===== src/rtl/obf_drain_pkg.sv =====
`default_nettype none
// ============================================================================
// Module      : obf_drain_pkg
// Description : Shared accelerator definitions for the output-buffer drain:
//               drain FSM state encoding, skid depth and the clogb2 helper.
// Revision    : 1.0 - initial release
// ============================================================================
package obf_drain_pkg;

    // Drain controller states (2-bit explicit encoding)
    typedef enum logic [1:0] {
        ST_IDLE = 2'd0,
        ST_RUN  = 2'd1,
        ST_DONE = 2'd2
    } drain_state_e;

    // Number of entries in the read-data skid FIFO
    localparam int C_SKID_DEPTH = 2;

    // Ceiling log2; used to size buffer addresses from the buffer depth
    function automatic int clogb2(input int value);
        int result;
        result = 0;
        for (int v = value - 1; v > 0; v = v >> 1) begin
            result = result + 1;
        end
        return result;
    endfunction

endpackage : obf_drain_pkg
`default_nettype wire


===== src/rtl/obf_drain_skid.sv =====
`default_nettype none
// ============================================================================
// Module      : obf_drain_skid
// Description : Two-entry FIFO that catches buffer read data one cycle after
//               the read is issued and presents its head to the stream port.
//               The controller never pushes into a full FIFO without a pop,
//               so no overflow handling is needed here.
// Revision    : 1.0 - initial release
// ============================================================================
module obf_drain_skid #(
    parameter int WIDTH = 129
) (
    input  logic             clk,
    input  logic             rst,
    input  logic             push_i,
    input  logic [WIDTH-1:0] push_data_i,
    input  logic             pop_i,
    output logic [WIDTH-1:0] head_o,
    output logic [1:0]       occ_o
);

    logic [WIDTH-1:0] mem_q [2];
    logic             wr_ptr_q;
    logic             rd_ptr_q;
    logic [1:0]       occ_q;

    // Entry storage: write the pushed word at the write pointer
    always_ff @(posedge clk or posedge rst) begin
        if (rst) begin
            mem_q[0] <= '0;
            mem_q[1] <= '0;
        end else if (push_i) begin
            mem_q[wr_ptr_q] <= push_data_i;
        end
    end

    // Pointers and occupancy; a simultaneous push and pop leaves occupancy unchanged
    always_ff @(posedge clk or posedge rst) begin
        if (rst) begin
            wr_ptr_q <= 1'b0;
            rd_ptr_q <= 1'b0;
            occ_q    <= 2'd0;
        end else begin
            if (push_i) begin
                wr_ptr_q <= ~wr_ptr_q;
            end
            if (pop_i) begin
                rd_ptr_q <= ~rd_ptr_q;
            end
            case ({push_i, pop_i})
                2'b10:   occ_q <= occ_q + 2'd1;
                2'b01:   occ_q <= occ_q - 2'd1;
                default: occ_q <= occ_q;
            endcase
        end
    end

    assign head_o = mem_q[rd_ptr_q];
    assign occ_o  = occ_q;

endmodule : obf_drain_skid
`default_nettype wire


===== src/rtl/obf_drain.sv =====
`default_nettype none
// ============================================================================
// Module      : obf_drain
// Description : Drains a contiguous (wrapping) range of the output buffer to
//               a valid/ready stream. Reads are issued only when the skid
//               FIFO is guaranteed room for the returning data, so read data
//               is never dropped and one word per cycle is sustained.
// Revision    : 1.0 - initial release
// ============================================================================
module obf_drain
    import obf_drain_pkg::*;
#(
    parameter int nb_pe_row      = 8,
    parameter int obf_width      = 16,
    parameter int obf_depth      = 8192,
    parameter int obf_addr_width = clogb2(obf_depth)
) (
    input  logic                              clk,
    input  logic                              rst,
    input  logic                              start,
    input  logic [obf_addr_width-1:0]         base_addr,
    input  logic [obf_addr_width:0]           nb_words,
    output logic [obf_addr_width-1:0]         obf_rAddr,
    output logic                              obf_rEn,
    input  logic [nb_pe_row*obf_width-1:0]    obf_out,
    output logic [nb_pe_row*obf_width-1:0]    out_data,
    output logic                              out_valid,
    input  logic                              out_ready,
    output logic                              out_last,
    output logic                              busy,
    output logic                              done
);

    localparam int C_DW = nb_pe_row * obf_width;
    localparam int C_CW = obf_addr_width + 1;

    drain_state_e              state_q;
    logic [obf_addr_width-1:0] base_q;
    logic [C_CW-1:0]           nb_q;
    logic [C_CW-1:0]           issued_q;
    logic                      busy_q;
    logic                      done_q;
    logic                      inflight_q;
    logic                      inflight_last_q;

    logic [1:0]                fifo_occ;
    logic [C_DW:0]             fifo_head;
    logic                      pop;
    logic                      rd_en;
    logic                      rd_last;
    logic [2:0]                slots_used;
    logic                      head_last;

    // Stream side: FIFO head carries the data plus its end-of-drain marker
    assign out_valid = (fifo_occ != 2'd0);
    assign pop       = out_valid && out_ready;
    assign head_last = fifo_head[C_DW];
    assign out_data  = fifo_head[C_DW-1:0];
    assign out_last  = out_valid && head_last;

    // Entries that will be occupied after this cycle if no new read is issued
    assign slots_used = {1'b0, fifo_occ} + {2'b00, inflight_q} - {2'b00, pop};

    // Read issue: only while running, words remain, and the FIFO has room
    assign rd_en   = (state_q == ST_RUN) && (issued_q < nb_q) && (slots_used < 3'd2);
    assign rd_last = (issued_q == (nb_q - C_CW'(1)));

    // Address wraps naturally because obf_depth is a power of two
    assign obf_rAddr = base_q + issued_q[obf_addr_width-1:0];
    assign obf_rEn   = rd_en;

    assign busy = busy_q;
    assign done = done_q;

    // Drain FSM with registered busy/done and the issue counter
    always_ff @(posedge clk or posedge rst) begin
        if (rst) begin
            state_q  <= ST_IDLE;
            base_q   <= '0;
            nb_q     <= '0;
            issued_q <= '0;
            busy_q   <= 1'b0;
            done_q   <= 1'b0;
        end else begin
            case (state_q)
                ST_IDLE: begin
                    if (start) begin
                        base_q   <= base_addr;
                        nb_q     <= nb_words;
                        issued_q <= '0;
                        busy_q   <= 1'b1;
                        if (nb_words == '0) begin
                            state_q <= ST_DONE;
                            done_q  <= 1'b1;
                        end else begin
                            state_q <= ST_RUN;
                        end
                    end
                end
                ST_RUN: begin
                    if (rd_en) begin
                        issued_q <= issued_q + C_CW'(1);
                    end
                    if (pop && head_last) begin
                        state_q <= ST_DONE;
                        done_q  <= 1'b1;
                    end
                end
                ST_DONE: begin
                    state_q <= ST_IDLE;
                    busy_q  <= 1'b0;
                    done_q  <= 1'b0;
                end
                default: begin
                    state_q <= ST_IDLE;
                    busy_q  <= 1'b0;
                    done_q  <= 1'b0;
                end
            endcase
        end
    end

    // Track the read issued last cycle; its data is on obf_out this cycle.
    // Clearing on reset discards any data returning just after release.
    always_ff @(posedge clk or posedge rst) begin
        if (rst) begin
            inflight_q      <= 1'b0;
            inflight_last_q <= 1'b0;
        end else begin
            inflight_q      <= rd_en;
            inflight_last_q <= rd_en && rd_last;
        end
    end

    obf_drain_skid #(
        .WIDTH (C_DW + 1)
    ) u_skid (
        .clk         (clk),
        .rst         (rst),
        .push_i      (inflight_q),
        .push_data_i ({inflight_last_q, obf_out}),
        .pop_i       (pop),
        .head_o      (fifo_head),
        .occ_o       (fifo_occ)
    );

endmodule : obf_drain
`default_nettype wire


===== config.mk =====
export PLATFORM = sky130hd
export DESIGN_NAME = obf_drain
export DESIGN_NICKNAME = d
export VERILOG_FILES = /design/src/rtl/obf_drain_pkg.sv /design/src/rtl/obf_drain_skid.sv /design/src/rtl/obf_drain.sv
export SDC_FILE = /design/constraint.sdc
export NUM_CORES = 1
export LEC_CHECK = 0
export CORE_MARGIN = 3
export CORE_UTILIZATION = 43
export CTS_BUF_LIST = sky130_fd_sc_hd__clkbuf_4
export DETAILED_ROUTE_END_ITERATION = 12
export HOLD_SLACK_MARGIN = 0.05
export MAX_ROUTING_LAYER = met4
export PLACE_DENSITY = 0.69
export RECOVER_POWER = 25
export SLEW_MARGIN = 20
export SYNTH_ARGS = -nofsm -noshare
export SYNTH_HDL_FRONTEND = slang
export SYNTH_SLANG_ARGS = --single-unit

===== constraint.sdc =====
create_clock -name clk -period 13.04 [get_ports clk]
set_input_delay 1.304 -clock clk [delete_from_list [all_inputs] [get_ports clk]]
set_output_delay 1.304 -clock clk [all_outputs]
set_load 0.05 [all_outputs]

==> results of run 1 <==
==> sequential cells by signal, indices dropped and copies added (netlist names) <==
| signal | cells |
|---|---|
| issued_q | 14 |
| base_q | 13 |
| nb_q | 14 |
| u_skid.occ_o | 2 |
| inflight_q | 1 |
| done | 1 |
| busy | 1 |
| inflight_last_q | 1 |
| u_skid.wr_ptr_q | 1 |
| u_skid.mem_q | 258 |
| state_q | 2 |
| u_skid.rd_ptr_q | 1 |
==> power by group through the flow <==
stage | clock network [µW] | logic [µW] | registers, µW
finish | 871 | 3300 | 1680
global route | 965 | 3470 | 1740
CTS | 911 | 3280 | 1710
detailed placement | 0 | 3270 | 1730
global placement | 0 | 3240 | 1700
floorplan | 0 | 2410 | 1610
==> cell usage after synthesis, types with 2 or more instances <==
cell | number | area share, %
mux2_2 | 386 | 30
dfrtp_1 | 309 | 53
nand2_1 | 75 | 1.9
clkbuf_1 | 46 | 1.2
nor2_1 | 35 | 0.91
o21ai_0 | 32 | 1.1
inv_1 | 31 | 0.80
ha_1 | 30 | 2.6
xnor2_1 | 22 | 1.3
a21oi_1 | 18 | 0.62
xor2_1 | 15 | 0.91
nor3_1 | 8 | 0.28
nand2b_1 | 7 | 0.30
nand3_1 | 6 | 0.21
nor4_1 | 6 | 0.26
o211ai_1 | 6 | 0.31
o21a_1 | 6 | 0.31
buf_1 | 5 | 0.13
and3_1 | 4 | 0.17
nand4_1 | 4 | 0.17
or4_1 | 4 | 0.21
a31oi_1 | 3 | 0.13
o41ai_1 | 3 | 0.18
a211oi_1 | 2 | 0.10
a41oi_1 | 2 | 0.12
buf_6 | 2 | 0.16
fa_1 | 2 | 0.28
mux2i_1 | 2 | 0.14
nor2b_1 | 2 | 0.086
o22ai_1 | 2 | 0.086
o311ai_0 | 2 | 0.12
or2_2 | 2 | 0.086
==> metal layers <==
layer | global-route usage [%] | vias to the layer above | routed length (µm) | part of all wire, %
met2 | 32.3 | 296 | 17000 | 47
met4 | 8.19 | 0 | 1010 | 2.8
met3 | 5.80 | 59 | 2260 | 6.3
met5 | - | - | 0 | 0
li1 | - | 4639 | - | -
met1 | 24.9 | 4912 | 15600 | 44
==> area by class of cell <==
class | count | area, µm²
Fill cell | 2807 | 13800
Sequential cell | 309 | 7740
Multi-Input combinational cell | 703 | 6410
Timing Repair Buffer | 313 | 3170
Clock buffer | 129 | 968
Tap cell | 442 | 553
Inverter | 31 | 118
Clock inverter | 12 | 98.8
Antenna cell | 2 | 5.00
==> how the worst min path moves through the flow <==
stage / from / endpoint
after global placement: base_q[0]$_DFFE_PP0P_ / base_q[0]$_DFFE_PP0P_
after floorplan: base_q[0]$_DFFE_PP0P_ / base_q[0]$_DFFE_PP0P_
final: base_q[9]$_DFFE_PP0P_ / base_q[9]$_DFFE_PP0P_
after global routing: u_skid.mem_q[42]$_DFFE_PP0P_ / u_skid.mem_q[42]$_DFFE_PP0P_
after CTS: base_q[2]$_DFFE_PP0P_ / base_q[2]$_DFFE_PP0P_
after detailed placement: base_q[2]$_DFFE_PP0P_ / base_q[2]$_DFFE_PP0P_
==> worst min-delay path: cells and delay by family (launching register included) <==
kind,cells,cell delay [ps]
AND/OR/NAND/NOR,2,110
flip-flops,1,350
==> logic make-up after synthesis <==
family                   count (synthesis)  synth area share (%)
XOR/XNOR                                37                  2.24
multiplexers                           388                  30.2
adder cells (fa/ha/maj)                 32                  2.87
AND/OR/NAND/NOR                        162                  5.21
flip-flops                             309                  53.4
AO/OA/AOI/OAI                           84                  3.82
buffers and inverters                   84                  2.28
==> stage by stage <==
stage               instance area, µm²  utilization [%]  total power [µW]
floorplan                        14500                -              4020
global placement                 17900             54.6              4940
detailed placement               17900             54.6              4990
CTS                              19000             57.9              5900
global route                     19100             58.0              6180
finish                           19100             58.0              5850
==> flow_summary.json, run 1 <==
{
  "status": "complete, but fails checks",
  "violations": "capacitance limit, slew limit",
  "crit_fanout": 116,
  "overflow": 0,
  "cts_resized": 0,
  "endpoint_kind": "async pin",
  "ys.flop_type": "dfrtp_1",
  "die_y_um": 189,
  "cpLargestDelayFamily": "buffers and inverters",
  "power_switching_uw": 2580,
  "drt_iter0_markers": 402,
  "antenna_left": 0,
  "cpMaxStageDelayCell": "clkinvlp_2",
  "cts_tree": "built",
  "clock_power_share_pct": 14.9,
  "cts_buffers": 86,
  "finalHoldViolCount": 0,
  "pre_cts_ws_ps": 6660,
  "drc": 0,
  "max-cap-violations": 5,
  "cts_root_buf": "clkbuf_4",
  "required_ps": 13070,
  "dieArea_um2": 35900,
  "critPathKind": "in2async",
  "place_hpwl_mm": 23.9,
  "p_leak_uw": 0.00818,
  "synthArstFlopShare_pct": 100,
  "dr.pass1.iters": 5,
  "drive_gt1_share_pct": 35.9,
  "grt_max_degree": 195,
  "worst_ep_arrival_time_ps": 7240,
  "cpPeakStageDelay_ps": 2860,
  "synth_area_um2": 14500,
  "r2r_cells": 5,
  "max_freq_mhz": 139,
  "clk_path_buf_depth": 3,
  "yosys_warnings": 0,
  "grt_pass1_wl_mm": 57.1,
  "grt_pass1_vias": 10732,
  "final_cell_mix": "mux2_2, dfrtp_1, clkdlybuf4s50_1, clkbuf_4, nand2_1",
  "worstHoldPathCells": 2,
  "final_cells": 1941,
  "vias": 9906,
  "crit_cells": 3,
  "p_sw_share_pct": 44.1,
  "layout_commonest_cell": "mux2_2",
  "core-area_um2": 32900,
  "portBuffers": 304,
  "worstPathCellList": "dlygate4sd3_1 > clkinvlp_2 > clkbuf_1",
  "post_cts.repair.setup_buffers": 0,
  "path_buf_inv": 3,
  "wire_per_inst_um": 18.5,
  "setup_viol": 0,
  "ys_seq_area_share_pct": 53.4,
  "htreeDepth": 3,
  "period_minus_slack_ps": 7210,
  "clk_pin_slew_ps": 60,
  "via_per_inst": 5.10,
  "peakVddDrop_mv": 0.189,
  "power.share.sequential_pct": 28.7,
  "globalplace.congestion": 0.815,
  "ios": 305,
  "grt_usage_pct": 20.4,
  "worst_pin_slew_ps": 5210,
  "syn2layout_area_growth_pct": 31.7,
  "ys_ff_latch": 309,
  "wl_mm": 35.9,
  "placedCellCount": 1795,
  "slew_headroom_pct": -249,
  "worstHoldPathType": "reg2reg",
  "timing.rr.end": "u_skid.mem_q[225]$_DFFE_PP0P_",
  "layout_setup_ws_ps": 5830,
  "intPower_uw": 3270,
  "combPwrFrac_pct": 56.4,
  "fp.dieW_um": 189,
  "tns_ps": 0,
  "setup.worst_path.start": "rst",
  "ctsHoldBuffers": 0,
  "clock-skew-final_ps": 40.7,
  "numClockSinks": 309,
  "cellPowerDensity_nw_per_um2": 307,
  "post-route-period-util_pct": 55.3,
  "clk_latency_ps": 680,
  "endpoint": "u_skid.mem_q[225]$_DFFE_PP0P_",
  "syn_avg_cell_area_um2": 13.2,
  "rows": 66,
  "cp-start-kind": "input port",
  "synth_cells": 1096,
  "maxSlewViolCount": 261,
  "hold_ws_ps": 488,
  "syn-num-nets": 1287,
  "fin_nets": 1635,
  "synth_edf_count": 0,
  "reg2reg_slack_ps": 8460,
  "rsz0062_at_grt": "no",
  "worstReg2RegStart": "inflight_q$_DFF_PP0_",
  "synth.distinct_cells": 49,
  "start_util_pct": 44.0,
  "antenna_found_initial": 2
}
No activity file was read; power rests on OpenSTA's default activity.
==> inputs of run 2 (changes only) <==
==> constraint.sdc (replaced) <==
create_clock -name clk -period 6.8 [get_ports clk]
set_input_delay 0.68 -clock clk [delete_from_list [all_inputs] [get_ports clk]]
set_output_delay 0.68 -clock clk [all_outputs]
set_load 0.05 [all_outputs]
==> run 2 against run 1 <==
Against the previous run: the flow still finishes with violations (capacitance limit, slew limit); first-iteration DRC count fell by 12%; critical path depth up 10; sequential power up 89%; power grew 92%; critical endpoint is now obf_rEn; critical path type is now reg2out; worst setup slack worse by 4500 ps; clock power up 89%.
==> flow_summary.json, run 2 (same netlist as run 1, synthesis figures left out) <==
{
  "status": "complete, but fails checks",
  "violations": "capacitance limit, slew limit",
  "cellPowerDensity_nw_per_um2": 590,
  "tns_ps": 0,
  "cp-start-kind": "register",
  "worstHoldPathCells": 2,
  "cts_buffers": 84,
  "clock-skew-final_ps": 24.3,
  "layout_setup_ws_ps": 1320,
  "placed_area_um2": 18000,
  "reg2reg_slack_ps": 2450,
  "layout_commonest_cell": "mux2_2",
  "maxSlewViolCount": 407,
  "final_cell_mix": "mux2_2, dfrtp_1, clkdlybuf4s50_1, clkbuf_4, nand2_1",
  "fp.dieW_um": 189,
  "p_leak_uw": 0.00816,
  "clk_latency_ps": 700,
  "start_util_pct": 44.0,
  "required_ps": 6120,
  "worstHoldPathType": "reg2reg",
  "fillers": 2795,
  "max-cap-violations": 6,
  "cts_root_buf": "clkbuf_4",
  "max_freq_mhz": 183,
  "critPathKind": "reg2out",
  "syn2layout_area_growth_pct": 31.4,
  "htreeDepth": 3,
  "worst_ep_arrival_time_ps": 4800,
  "place_hpwl_mm": 23.9,
  "grt_max_degree": 131,
  "portBuffers": 304,
  "grt_pass1_vias": 10720,
  "die_y_um": 189,
  "top_register": "u_skid.mem_q",
  "rsz0062_at_grt": "no",
  "crit_cells": 13,
  "grt_usage_pct": 20.7,
  "crit_fanout": 8,
  "cts_resized": 0,
  "worst_pin_slew_ps": 3590,
  "period_minus_slack_ps": 5480,
  "globalplace.congestion": 0.896,
  "antenna_left": 0,
  "drive_gt1_share_pct": 35.7,
  "largest_reg_flops": 258,
  "finalHoldViolCount": 0,
  "wl_mm": 35.8,
  "cp_common_cell": "inv_1",
  "peakVddDrop_mv": 0.387,
  "worstPathCellList": "nor2_1 > inv_1 > nand2_1 > inv_1 > ha_1 > nand2b_1 > fa_1 > xor2_1 > or4b_4 > a221oi_4 > nand2_1 > inv_1 > clkdlybuf4s50_1",
  "dr.pass1.iters": 5,
  "core-area_um2": 32900,
  "grt_pass1_wl_mm": 57.7,
  "r2r_cells": 3,
  "clk_pin_slew_ps": 70,
  "post_cts.repair.setup_buffers": 0,
  "rows": 66,
  "cts_tree": "built",
  "drc": 0,
  "reg_top3": "u_skid.mem_q: 258 flops, issued_q: 14 flops, nb_q: 14 flops",
  "slew_headroom_pct": -139,
  "overflow": 0,
  "post-route-period-util_pct": 80.5,
  "fin_nets": 1633,
  "ios": 305,
  "path_buf_inv": 4,
  "dieArea_um2": 35900,
  "setup_viol": 0,
  "cpLargestDelayFamily": "simple AND/OR/NAND/NOR gates",
  "ctsHoldBuffers": 0,
  "wire_per_inst_um": 18.4,
  "drt_iter0_markers": 355,
  "vias": 9931,
  "numClockSinks": 309,
  "cpPeakStageDelay_ps": 860,
  "endpoint_kind": "output port",
  "cpMaxStageDelayCell": "clkdlybuf4s50_1",
  "antenna_found_initial": 4,
  "clk_path_buf_depth": 3,
  "pre_cts_ws_ps": 1660,
  "via_per_inst": 5.09,
  "stdcell_area_um2": 19000
}
## run 2: layer usage
layer,share of wire (%),global-route usage (%),vias to the layer above
li1,-,-,4648
met1,43,25.4,4919
met2,48,32.4,299
met3,7.1,6.78,65
met4,2.3,7.11,0
met5,0,-,-
## run 2: report_power, final
group | internal (µW) | leakage (µW) | total [µW] | switching [µW]
Clock | 899 | 0.000646 | 1650 | 754
Combinational | 2630 | 0.00380 | 6380 | 3750
Sequential | 2730 | 0.00371 | 3180 | 454
## run 2: area by class of cell
| cell class | instances | area (µm²) | area share, % |
|---|---|---|---|
| Sequential cell | 309 | 7740 | 40.7 |
| Multi-Input combinational cell | 703 | 6420 | 33.7 |
| Timing Repair Buffer | 313 | 3110 | 16.3 |
| Clock buffer | 129 | 968 | 5.09 |
| Tap cell | 442 | 553 | 2.91 |
| Inverter | 31 | 120 | 0.631 |
| Clock inverter | 20 | 108 | 0.566 |
| Antenna cell | 5 | 12.5 | 0.0658 |
## run 2: path summary, 6_finish.rpt
check / from / to
max in group asynchronous: rst / u_skid.mem_q[163]$_DFFE_PP0P_
hold reg to reg: base_q[6]$_DFFE_PP0P_ / base_q[6]$_DFFE_PP0P_
setup reg to reg: inflight_q$_DFF_PP0_ / u_skid.mem_q[91]$_DFFE_PP0P_
setup / recovery: u_skid.occ_o[1]$_DFFE_PP0P_ / obf_rEn
min in group asynchronous: rst / u_skid.mem_q[5]$_DFFE_PP0P_
hold / removal: base_q[6]$_DFFE_PP0P_ / base_q[6]$_DFFE_PP0P_
## run 2: stage by stage
step                      hold WS (ps)  utilization (%)  total power, µW  std cells
after detailed placement           470             54.7             9580       1797
final                              486             57.9            11200       1952
after floorplan                    452                -             7710       1096
after global placement             471             54.7             9490       1797
after global routing               381             57.9            11900       1952
after CTS                          374             58.0            11300       1946
## run 2: worst register-to-register path, stage by stage (launching register included)
cell     delay (ps)
dfrtp_1         420
nand2_1        2260
buf_4          1010
mux2_2          520
==> inputs of run 3 (changes only) <==
--- a/config.mk
+++ b/config.mk
@@ -11,7 +11,7 @@
 export DETAILED_ROUTE_END_ITERATION = 12
 export HOLD_SLACK_MARGIN = 0.05
 export MAX_ROUTING_LAYER = met4
-export PLACE_DENSITY = 0.69
+export PLACE_DENSITY = 0.72
 export RECOVER_POWER = 25
 export SLEW_MARGIN = 20
 export SYNTH_ARGS = -nofsm -noshare
==> constraint.sdc (replaced) <==
create_clock -name clk -period 4.9 [get_ports clk]
set_input_delay 0.49 -clock clk [delete_from_list [all_inputs] [get_ports clk]]
set_output_delay 0.49 -clock clk [all_outputs]
set_load 0.05 [all_outputs]
==> run 3 against run 2 <==
Against the previous run: the flow still finishes with violations (capacitance limit, slew limit); via count about the same; non-clock buffer count increased by 2; clock skew decreased by 0.58 ps; largest cell class unchanged; critical endpoint unchanged; largest power group unchanged; cell count decreased by 0.10%; worst setup slack got worse by 950 ps; register-to-register slack got worse by 1300 ps; cell area increased by 0.44%; sequential share of layout area decreased by 0.18 points; routed wire length decreased by 1.6%.
==> flow_summary.json, run 3 (same netlist as run 1, synthesis figures left out) <==
{
  "layout_commonest_cell": "mux2_2",
  "period_minus_slack_ps": 4530,
  "crit_fanout": 8,
  "place_hpwl_mm": 23.5,
  "ctsHoldBuffers": 0,
  "max-cap-violations": 2,
  "clk_path_buf_depth": 3,
  "finalPower_uw": 15600,
  "cts_tree": "built",
  "globalplace.congestion": 0.848,
  "fp.dieW_um": 189,
  "portBuffers": 304,
  "grt_usage_pct": 20.2,
  "cpMaxStageDelayCell": "or4b_4",
  "worst_pin_slew_ps": 3010,
  "start_util_pct": 44.0,
  "syn2layout_area_growth_pct": 32.0,
  "hold_ws_ps": 280,
  "rows": 66,
  "p_leak_uw": 0.00821,
  "peakVddDrop_mv": 0.487,
  "slew_headroom_pct": -101,
  "worst_ep_arrival_time_ps": 4040,
  "pre_cts_ws_ps": 668,
  "required_ps": 4410,
  "drt_iter0_markers": 360,
  "largest_reg_flops": 258,
  "finalHoldViolCount": 0,
  "tns_ps": 0,
  "final_cell_mix": "mux2_2, dfrtp_1, clkdlybuf4s50_1, clkbuf_4, nand2_1",
  "grt_pass1_wl_mm": 56.8,
  "top_register": "u_skid.mem_q",
  "via_per_inst": 5.09,
  "htreeDepth": 3,
  "status": "complete, but fails checks",
  "die_y_um": 189,
  "critPathKind": "reg2out",
  "drc": 0,
  "cp-start-kind": "register",
  "cts_root_buf": "clkbuf_4",
  "worstHoldPathType": "in2reg",
  "fin_nets": 1638,
  "numClockSinks": 309,
  "clock-skew-final_ps": 23.7,
  "dieArea_um2": 35900,
  "grt_pass1_vias": 10800,
  "vias": 9929,
  "cts_buffers": 87,
  "clk_pin_slew_ps": 60,
  "layout_setup_ws_ps": 373,
  "setup_viol": 0,
  "cp_common_cell": "inv_1",
  "maxSlewViolCount": 235,
  "core-area_um2": 32900,
  "wl_mm": 35.3,
  "ios": 305,
  "rsz0062_at_grt": "no",
  "cpPeakStageDelay_ps": 540,
  "post-route-period-util_pct": 92.4,
  "antenna_found_initial": 3,
  "endpoint_kind": "output port",
  "max_freq_mhz": 221,
  "antenna_left": 0,
  "clk_latency_ps": 750,
  "overflow": 0,
  "violations": "capacitance limit, slew limit",
  "cellPowerDensity_nw_per_um2": 816,
  "drive_gt1_share_pct": 36.4,
  "reg_top3": "u_skid.mem_q: 258 flops, issued_q: 14 flops, nb_q: 14 flops",
  "grt_max_degree": 123,
  "worstPathCellList": "nor2_1 > inv_1 > nand2_1 > inv_1 > ha_1 > nand2b_1 > fa_1 > xor2_1 > or4b_4 > a221oi_4 > nand2_2 > inv_1 > buf_4",
  "dr.pass1.iters": 4,
  "wire_per_inst_um": 18.1
}
## run 3: cell type report
type | instances | area, µm²
diodes | 5 | 12.5
clock buffers | 132 | 991
clock inverters | 13 | 101
fillers | 2764 | 13800
inverters | 31 | 118
multi-input cells | 703 | 6440
flip-flops and latches | 309 | 7740
well taps | 442 | 553
repair buffers | 315 | 3160
## run 3: routing by layer
metal  part of all wire, %  vias to the layer above  routed length [µm]  global-route usage (%)
met5                     0                        -                   0                       -
li1                      -                     4650                   -                       -
met1                    43                     4914               15200                    24.8
met4                   2.8                        0                 991                    8.10
met2                    48                      291               16900                    31.5
met3                   6.3                       74                2230                    6.04
## run 3: where the power goes
group          total, µW  switching [µW]  internal, µW
Clock               2360            1050          1310
Sequential          4500             712          3780
Combinational       8740            5120          3620
Total              15600            6880          8720
## run 3: path summary, 6_finish.rpt
check                                                 start                            end  slack [ps]  cells after the start
worst min register to register        base_q[3]$_DFFE_PP0P_          base_q[3]$_DFFE_PP0P_         480                      2
max in group asynchronous                               rst    u_skid.rd_ptr_q$_DFFE_PP0P_         980                      3
min in group asynchronous                               rst  u_skid.mem_q[131]$_DFFE_PP0P_         430                      2
worst max register to register  u_skid.occ_o[1]$_DFFE_PP0P_        issued_q[6]$_DFFE_PP0P_        1160                     14
worst max-delay path            u_skid.occ_o[1]$_DFFE_PP0P_                        obf_rEn         370                     13
worst min-delay path                           base_addr[4]          base_q[4]$_DFFE_PP0P_         280                      3
## run 3: critical path, delay by kind of cell, from the launching register on
family	cells	cell delay, ps
and+or+nand+nor	5	1160
adders and majority gates	2	640
buffers and inverters	4	610
DFF	1	440
AOI/OAI and AO/OA	1	280
xor gates and xnor gates	1	170
## run 3: stage by stage
step	utilization [%]	cells	cell area (µm²)
after floorplan	-	1096	14500
after global placement	54.8	1798	18000
after detailed placement	54.8	1798	18000
after CTS	58.1	1943	19100
after global routing	58.1	1950	19100
final	58.1	1950	19100
## run 3: repair_timing
| item | 4_1_cts | 5_1_grt |
|---|---|---|
| setup endpoints to repair | 0 | 1 |
| setup buffers | 0 | 2 |
| gates resized for setup | 0 | 1 |
